## config.mk

```make
export PLATFORM = sky130hd
export DESIGN_NAME = instr_encoder
export DESIGN_NICKNAME = d
export VERILOG_FILES = /design/src/rtl/instr_encoder.sv
export SDC_FILE = /design/constraint.sdc
export NUM_CORES = 1
export LEC_CHECK = 0
export CAP_MARGIN = 5
export CORE_ASPECT_RATIO = 1.4
export CORE_MARGIN = 2
export CORE_UTILIZATION = 51
export CTS_CLUSTER_SIZE = 8
export DETAILED_ROUTE_END_ITERATION = 8
export PLACE_DENSITY = 0.91
export SETUP_SLACK_MARGIN = 0.05
export SLEW_MARGIN = 20
export SYNTH_ARGS = -nofsm -noshare
export SYNTH_HDL_FRONTEND = slang
export SYNTH_SLANG_ARGS = --single-unit
```

## constraint.sdc

```tcl
create_clock -name clk -period 4.1 [get_ports clk]
set_input_delay 0.615 -clock clk [delete_from_list [all_inputs] [get_ports clk]]
set_output_delay 0.615 -clock clk [all_outputs]
set_load 0.02 [all_outputs]
```

## src/rtl/instr_encoder.sv

```systemverilog
// Rebuilds 32-bit ARM instruction words from the decode stage's internal opcode
// and operand fields, behind a valid/ready stream with an output register and one skid entry.
module instr_encoder #(
  parameter int CNT_W = 16
) (
  input  logic             clk,
  input  logic             rst,
  input  logic             in_valid,
  output logic             in_ready,
  input  logic [6:0]       opcode,
  input  logic [3:0]       cond,
  input  logic             en_status,
  input  logic [3:0]       rn,
  input  logic [3:0]       rd,
  input  logic [3:0]       rs,
  input  logic [3:0]       rm,
  input  logic [1:0]       shift_op,
  input  logic [4:0]       imm5,
  input  logic [11:0]      imm12,
  input  logic [23:0]      imm24,
  output logic             out_valid,
  input  logic             out_ready,
  output logic [31:0]      out_instr,
  output logic             bad_op,
  output logic [CNT_W-1:0] word_cnt
);

  localparam logic [3:0] ALU_MOV = 4'b1101;

  logic [3:0]       alu4;
  logic             alu_ok;
  logic [31:0]      enc_word;
  logic             enc_bad;
  logic [31:0]      halt_word;
  logic [11:0]      reg_shift_imm;
  logic [11:0]      reg_shift_reg;

  logic [31:0]      out_word_reg;
  logic             out_valid_reg;
  logic [31:0]      skid_word_reg;
  logic             skid_valid_reg;
  logic             bad_reg;
  logic [CNT_W-1:0] cnt_reg;

  logic             accept;
  logic             drain;

  always_comb begin
    alu4   = 4'b0000;
    alu_ok = 1'b1;
    case (opcode[2:0])
      3'b000:  alu4 = 4'b0100;
      3'b001:  alu4 = 4'b0010;
      3'b010:  alu4 = 4'b1010;
      3'b011:  alu4 = 4'b0000;
      3'b100:  alu4 = 4'b1100;
      3'b101:  alu4 = 4'b0001;
      default: alu_ok = 1'b0;
    endcase
  end

  assign halt_word     = {cond, 7'b0001000, 21'b0};
  assign reg_shift_imm = {imm5, shift_op, 1'b0, rm};
  assign reg_shift_reg = {rs, 1'b0, shift_op, 1'b1, rm};

  // Unencodable opcodes fall through to the HALT word and raise enc_bad.
  always_comb begin
    enc_word = halt_word;
    enc_bad  = 1'b0;
    casez (opcode)
      7'b0000000: enc_word = {cond, 3'b001, ALU_MOV, en_status, rn, rd, imm12};
      7'b0000001: enc_word = halt_word;
      7'b0001???: begin
        if (alu_ok) enc_word = {cond, 3'b001, alu4, en_status, rn, rd, imm12};
        else        enc_bad  = 1'b1;
      end
      7'b0010000: enc_word = {cond, 3'b000, ALU_MOV, en_status, rn, rd, reg_shift_imm};
      7'b0011???: begin
        if (alu_ok) enc_word = {cond, 3'b000, alu4, en_status, rn, rd, reg_shift_imm};
        else        enc_bad  = 1'b1;
      end
      7'b0110000: enc_word = {cond, 3'b000, ALU_MOV, en_status, rn, rd, reg_shift_reg};
      7'b0111???: begin
        if (alu_ok) enc_word = {cond, 3'b000, alu4, en_status, rn, rd, reg_shift_reg};
        else        enc_bad  = 1'b1;
      end
      7'b1000???: begin
        // The four branch forms share the LDR-literal opcode space and win over it.
        if (opcode[2:0] == 3'b000)      enc_word = {cond, 4'b1010, imm24};
        else if (opcode[2:0] == 3'b100) enc_word = {cond, 4'b1011, imm24};
        else if (opcode[2:0] == 3'b001) enc_word = {cond, 24'h12FFF1, rm};
        else if (opcode[2:0] == 3'b101) enc_word = {cond, 24'h12FFF3, rm};
        else enc_word = {cond, 3'b010, opcode[2], opcode[1], 1'b0, opcode[0], 1'b1,
                         4'b1111, rd, imm12};
      end
      7'b11?????: begin
        // opcode[3] selects the register-offset form, opcode[4] selects store.
        enc_word = {cond, 2'b01, opcode[3], opcode[2], opcode[1], 1'b0, opcode[0],
                    ~opcode[4], rn, rd, opcode[3] ? reg_shift_imm : imm12};
      end
      default:    enc_bad = 1'b1;
    endcase
  end

  assign in_ready  = ~skid_valid_reg & ~rst;
  assign out_valid = out_valid_reg & ~rst;
  assign out_instr = out_word_reg;
  assign bad_op    = bad_reg;
  assign word_cnt  = cnt_reg;

  assign accept = in_valid & in_ready;
  assign drain  = out_valid & out_ready;

  always_ff @(posedge clk) begin
    if (rst) begin
      out_word_reg   <= 32'd0;
      out_valid_reg  <= 1'b0;
      skid_word_reg  <= 32'd0;
      skid_valid_reg <= 1'b0;
      bad_reg        <= 1'b0;
      cnt_reg        <= '0;
    end else begin
      if (drain || !out_valid_reg) begin
        // A waiting skid word always goes first so ordering is kept.
        if (skid_valid_reg) begin
          out_word_reg   <= skid_word_reg;
          out_valid_reg  <= 1'b1;
          skid_valid_reg <= 1'b0;
        end else if (accept) begin
          out_word_reg  <= enc_word;
          out_valid_reg <= 1'b1;
        end else begin
          out_valid_reg <= 1'b0;
        end
      end else if (accept) begin
        skid_word_reg  <= enc_word;
        skid_valid_reg <= 1'b1;
      end
      if (accept && enc_bad) bad_reg <= 1'b1;
      if (drain) cnt_reg <= cnt_reg + 1'b1;
    end
  end

endmodule

```

-- After elaboration in Yosys (flattened, before gate mapping)
Index checks and enable logic that the tools add are counted.
- flip-flop bits (word level): 83
- input port bits: 75
- output and inout bits: 51
- logic and storage cells: 57
- add/sub/neg operators: 1
- equal/unequal tests: 13
- muxes and demuxes: 17
- bitwise logic cells: 8
- reductions and logical operators: 12
- operators with widths (operator ; number):
    $pmux 28 s8 ; 1
    $mux 32 ; 2
    $mux 28 ; 2
    $mux 27 ; 2
    $mux 25 ; 2
    $mux 26 ; 1
    $pmux 4 s5 ; 1
    $add 16x1->16 const B ; 1
    $mux 12 ; 1
    $reduce_or 6->1 ; 2
    $eq 7x1->1 const B ; 1
    $eq 7x5->1 const B ; 1
    $eq 7x6->1 const B ; 1
    $logic_not 7->1 ; 1
    $eq 3x2->1 const B ; 2
    $eq 3x3->1 const B ; 2
    $and 1x1->1 ; 4
    $eq 4x1->1 const B ; 1
    $eq 4x2->1 const B ; 1
    $eq 4x3->1 const B ; 1
    $eq 4x4->1 const B ; 1
    $mux 1 ; 4
    $not 1->1 ; 4
    $reduce_and 2->1 ; 2
    10 further kinds ; 10

-- Longest topological paths before layout
- depth after elaboration: 8
- mapped depth: 8
- depth with buffers taken out: 5

-- Worst setup path before layout
OpenSTA, ideal clock, no wires.
- path type: in2reg
- start point: input opcode[3]
- end point: register out_word_reg[22] (netlist: out_instr[22])
- setup time: 0.067 ns
- arrival time: 2.042 ns
- required time: 4.033 ns
- setup slack: 1.990 ns
- stages on the path: 7
- buffers on the path: 2
- cell sequence: buf_2 -> or4b_4 -> buf_6 -> nor2_8 -> a21oi_2 -> a211o_1 -> a21oi_2
- cells in the longest elaborated chain, start to end: 4
- elaborated cells between the ends (all ways): 10
- those cells by class: eq/ne (6); mux (3); reduce/logical (1)
- RTL lines (item ; RTL line ; source):
    from (decl) ; 10 ; input logic [6:0] opcode,
    $eq 7x6->1 (tied with other cells) ; 70 ; casez (opcode)
    $pmux 28 s8 * ; 70 ;
    $mux 32 * ; 129 ; end else if (accept) begin
    $mux 32 * ; 125 ; if (skid_valid_reg) begin
    to (signal assigned) ; 126 ; out_word_reg <= skid_word_reg;
    to (signal assigned) ; 130 ; out_word_reg <= enc_word;
    to (decl) ; 38 ; logic [31:0] out_word_reg;
Mark *: on every way between the ends. The rest lies on a longest branch, timed or not. The select of a mux whose other input is x is not followed.
A chain may end at the register's enable or synchronous reset.

-- Worst setup path in the final report
- start point: input rst
- end point: output out_valid
- cells in the longest elaborated chain, start to end: 2
- RTL lines (item ; RTL line ; source):
    from (decl) ; 7 ; input logic rst,
    $not 1->1 ; 106 ; assign out_valid = out_valid_reg & ~rst;
    $and 1x1->1 ; 106 ;
    to (decl) ; 21 ; output logic out_valid,
Every way passes these cells.

==> results.yml <==
synth:
  netlist_instances: 518
  syn-cell-area_mm2: 0.004175
  yosysSeqAreaShare_pct: 39.80
  yosysWarnings: 0
  synth_edf_count: 0
  ys_ff_latch: 83
  async_reset_ff_share_pct: 0
  postSynthAreaPerCell_um2: 8.060
  synth_cell_type_count: 58
  ys.flop_type: "dfxtp_1"
  synth_nets: 594
finish:
  insertedDiodeCount: 0
  fin_nets: 692
  utilization_pct: 71.24
  design_area_mm2: 0.005736
  drive_gt1_share_pct: 5.314
  areaGrowthSynthToFinish_pct: 37.37
setup_path:
  slowest_stage: "clkdlybuf4s50_1"
  cp_max_fo: 39
  cp_top_family: "buffers and inverters"
  crit_buf_inv: 5
  path_cells: "buf_2 > inv_1 > buf_4 > nand2_1 > inv_1 > clkdlybuf4s50_1"
  arrival_ps: 2220
  cpMostUsedCell: "inv_1"
  end_kind: "output pin"
  critical_path_required_ps: 3480
  crit_type: "primary input to output pin"
  max_stage_delay_ps: 610
  startpoint_type: "primary input"
clocking:
  h-tree-depth: 3
  cts_tree: "yes"
  cts_resized: 0
  path_clk_slew_ps: 60
  cts.sinks: 83
  cts.path.max_buffers: 2
  cts_hold_buf: 0
  cts_made_buffers: 9
  clock_latency_ps: 330
  ctsRootBufferMaster: "clkbuf_16"
  postCtsSetupBuffers: 0
timing:
  hold_viol_final: 0
  clock-skew-final_ps: 2.800
  worstMarginPinSlew_ps: 848.2
  finalSetupViolCount: 0
  clock.fmax_ghz: 0.3530
  rsz0062_at_grt: "false"
  slew_headroom_pct: 43.40
  fin_setup_tns_ps: 0
  period_minus_slack_ps: 2833
  final.period_utilization_pct: 69.10
  maxSlewViolCount: 0
power_and_ir_drop:
  powerDensity_mw_per_mm2: 351.2
  p_leak_nw: 2.116
  irDropWorstVdd_mv: 0.3040
routing:
  routed_wl_um: 12790
  drc: 0
  ant_nets: 0
  drt_iter0_markers: 359
  routedWlPerCell_um: 17.69
  num_vias: 4488
  via_per_inst: 6.207
  dr.pass1.iters: 5
floorplanning:
  die_h_um: 111.1
  core_mm2: 0.008051
  die_area_mm2: 0.008937
  die-width_um: 80.47
  rows: 39
  initial_core_util_pct: 51.86
  boundaryPins: 126
grt:
  grt_overflow_total: 0
  grt_pass1_vias: 4257
  grt_max_degree: 55
  track_usage_pct: 28.47
  antenna_found_initial: 0
  grt_pass1_wl_um: 20130
placed_design:
  dp_hpwl_um: 8991
  gp_congestion: 0.9687
  port_buffers: 125
  dpl_cell_area_mm2: 0.005411
worst_hold_path:
  hold_path_class: "flip-flop to flip-flop"
run:
  maxCapViolations: 0
outcome:
  status: "finished, final reports clean"
==> power by group <==
| group | switching, mW | total (mW) | internal [mW] | leakage (nW) |
|---|---|---|---|---|
| sequential | 0.0207 | 0.857 | 0.837 | 0.674 |
| combinational | 0.182 | 0.343 | 0.162 | 1.29 |
| clock | 0.303 | 0.814 | 0.510 | 0.155 |
==> placed cells by master, fill, tap and decap left out, types with 8 or more instances in the layout <==
cell type	instances
a211oi_1	15
a21oi_1	58
and3_1	17
clkbuf_16	9
clkdlybuf4s50_1	124
dfxtp_1	83
inv_1	12
mux2i_1	8
nand2_1	34
nand2b_1	9
nand3_1	20
nor2_1	51
nor3_1	13
o21ai_0	40
o221ai_1	9
o22ai_1	17
xnor2_1	9
==> final timing paths <==
path         depth (start not counted)                end         startpoint  slack (ps)
max                                  6          out_valid                rst        1270
min                                  2  skid_word_reg[27]  skid_word_reg[27]         460
max reg2reg                          4      out_instr[20]     skid_valid_reg        1980
min reg2reg                          2  skid_word_reg[27]  skid_word_reg[27]         460
==> layout make-up <==
cell class | count | area (µm²)
fillers | 601 | 2316
multi-input cells | 379 | 2298
flip-flops and latches | 83 | 1662
repair buffers | 131 | 1291
clock buffers | 16 | 311.5
well taps | 102 | 127.6
inverters | 12 | 45.04
==> synth_stat cells (8+ instances only) <==
library cell	count	share of area, %
nor2_1	51	4.6
clkbuf_1	30	2.7
nand3_1	20	2.4
nand2_1	34	3.1
a211oi_1	15	2.7
and3_1	17	2.5
mux2i_1	8	1.9
buf_2	8	0.96
dfxtp_1	83	40
o221ai_1	9	1.9
xnor2_1	9	1.9
o22ai_1	17	2.5
inv_1	12	1.1
a21oi_1	58	7.0
nand2b_1	9	1.3
o21ai_0	40	4.8
nor3_1	13	1.6
==> worst min-delay path, delay by kind of cell, from the launching register on <==
| kind | cells | cell delay [ps] |
|---|---|---|
| AOI/OAI and AO/OA | 1 | 50 |
| and+or+nand+nor | 1 | 50 |
| DFF | 1 | 310 |
==> stage by stage <==
stage          hold WS, ps  setup slack (ps)  power [mW]  cells
2_1_floorplan        436.0              1990       1.048    518
3_3_place_gp         442.1              1168       1.202    707
3_5_place_dp         447.1              1052       1.208    707
4_1_cts              454.8              1287       2.012    723
5_1_grt              479.4              1139       2.082    723
6_report             456.3              1267       2.014    723
==> per-layer routing <==
layer / up-vias / track usage [%] / routed length [µm]
li1: 2109 / - / -
met5: - / 0 / 0
met3: 30 / 6.026 / 1032
met4: 0 / 11.53 / 355
met2: 228 / 49.39 / 6615
met1: 2121 / 33.37 / 4784
==> logic make-up after synthesis <==
family / Yosys count / synth area share, %
AND/OR/NAND/NOR: 164 / 19.51
buffers and inverters: 56 / 5.814
flip-flops: 83 / 39.80
AO/OA/AOI/OAI: 191 / 29.52
adder cells (fa/ha/maj): 1 / 0.2996
XOR/XNOR: 15 / 3.147
multiplexers: 8 / 1.918
No activity file was read; power rests on OpenSTA's default activity.
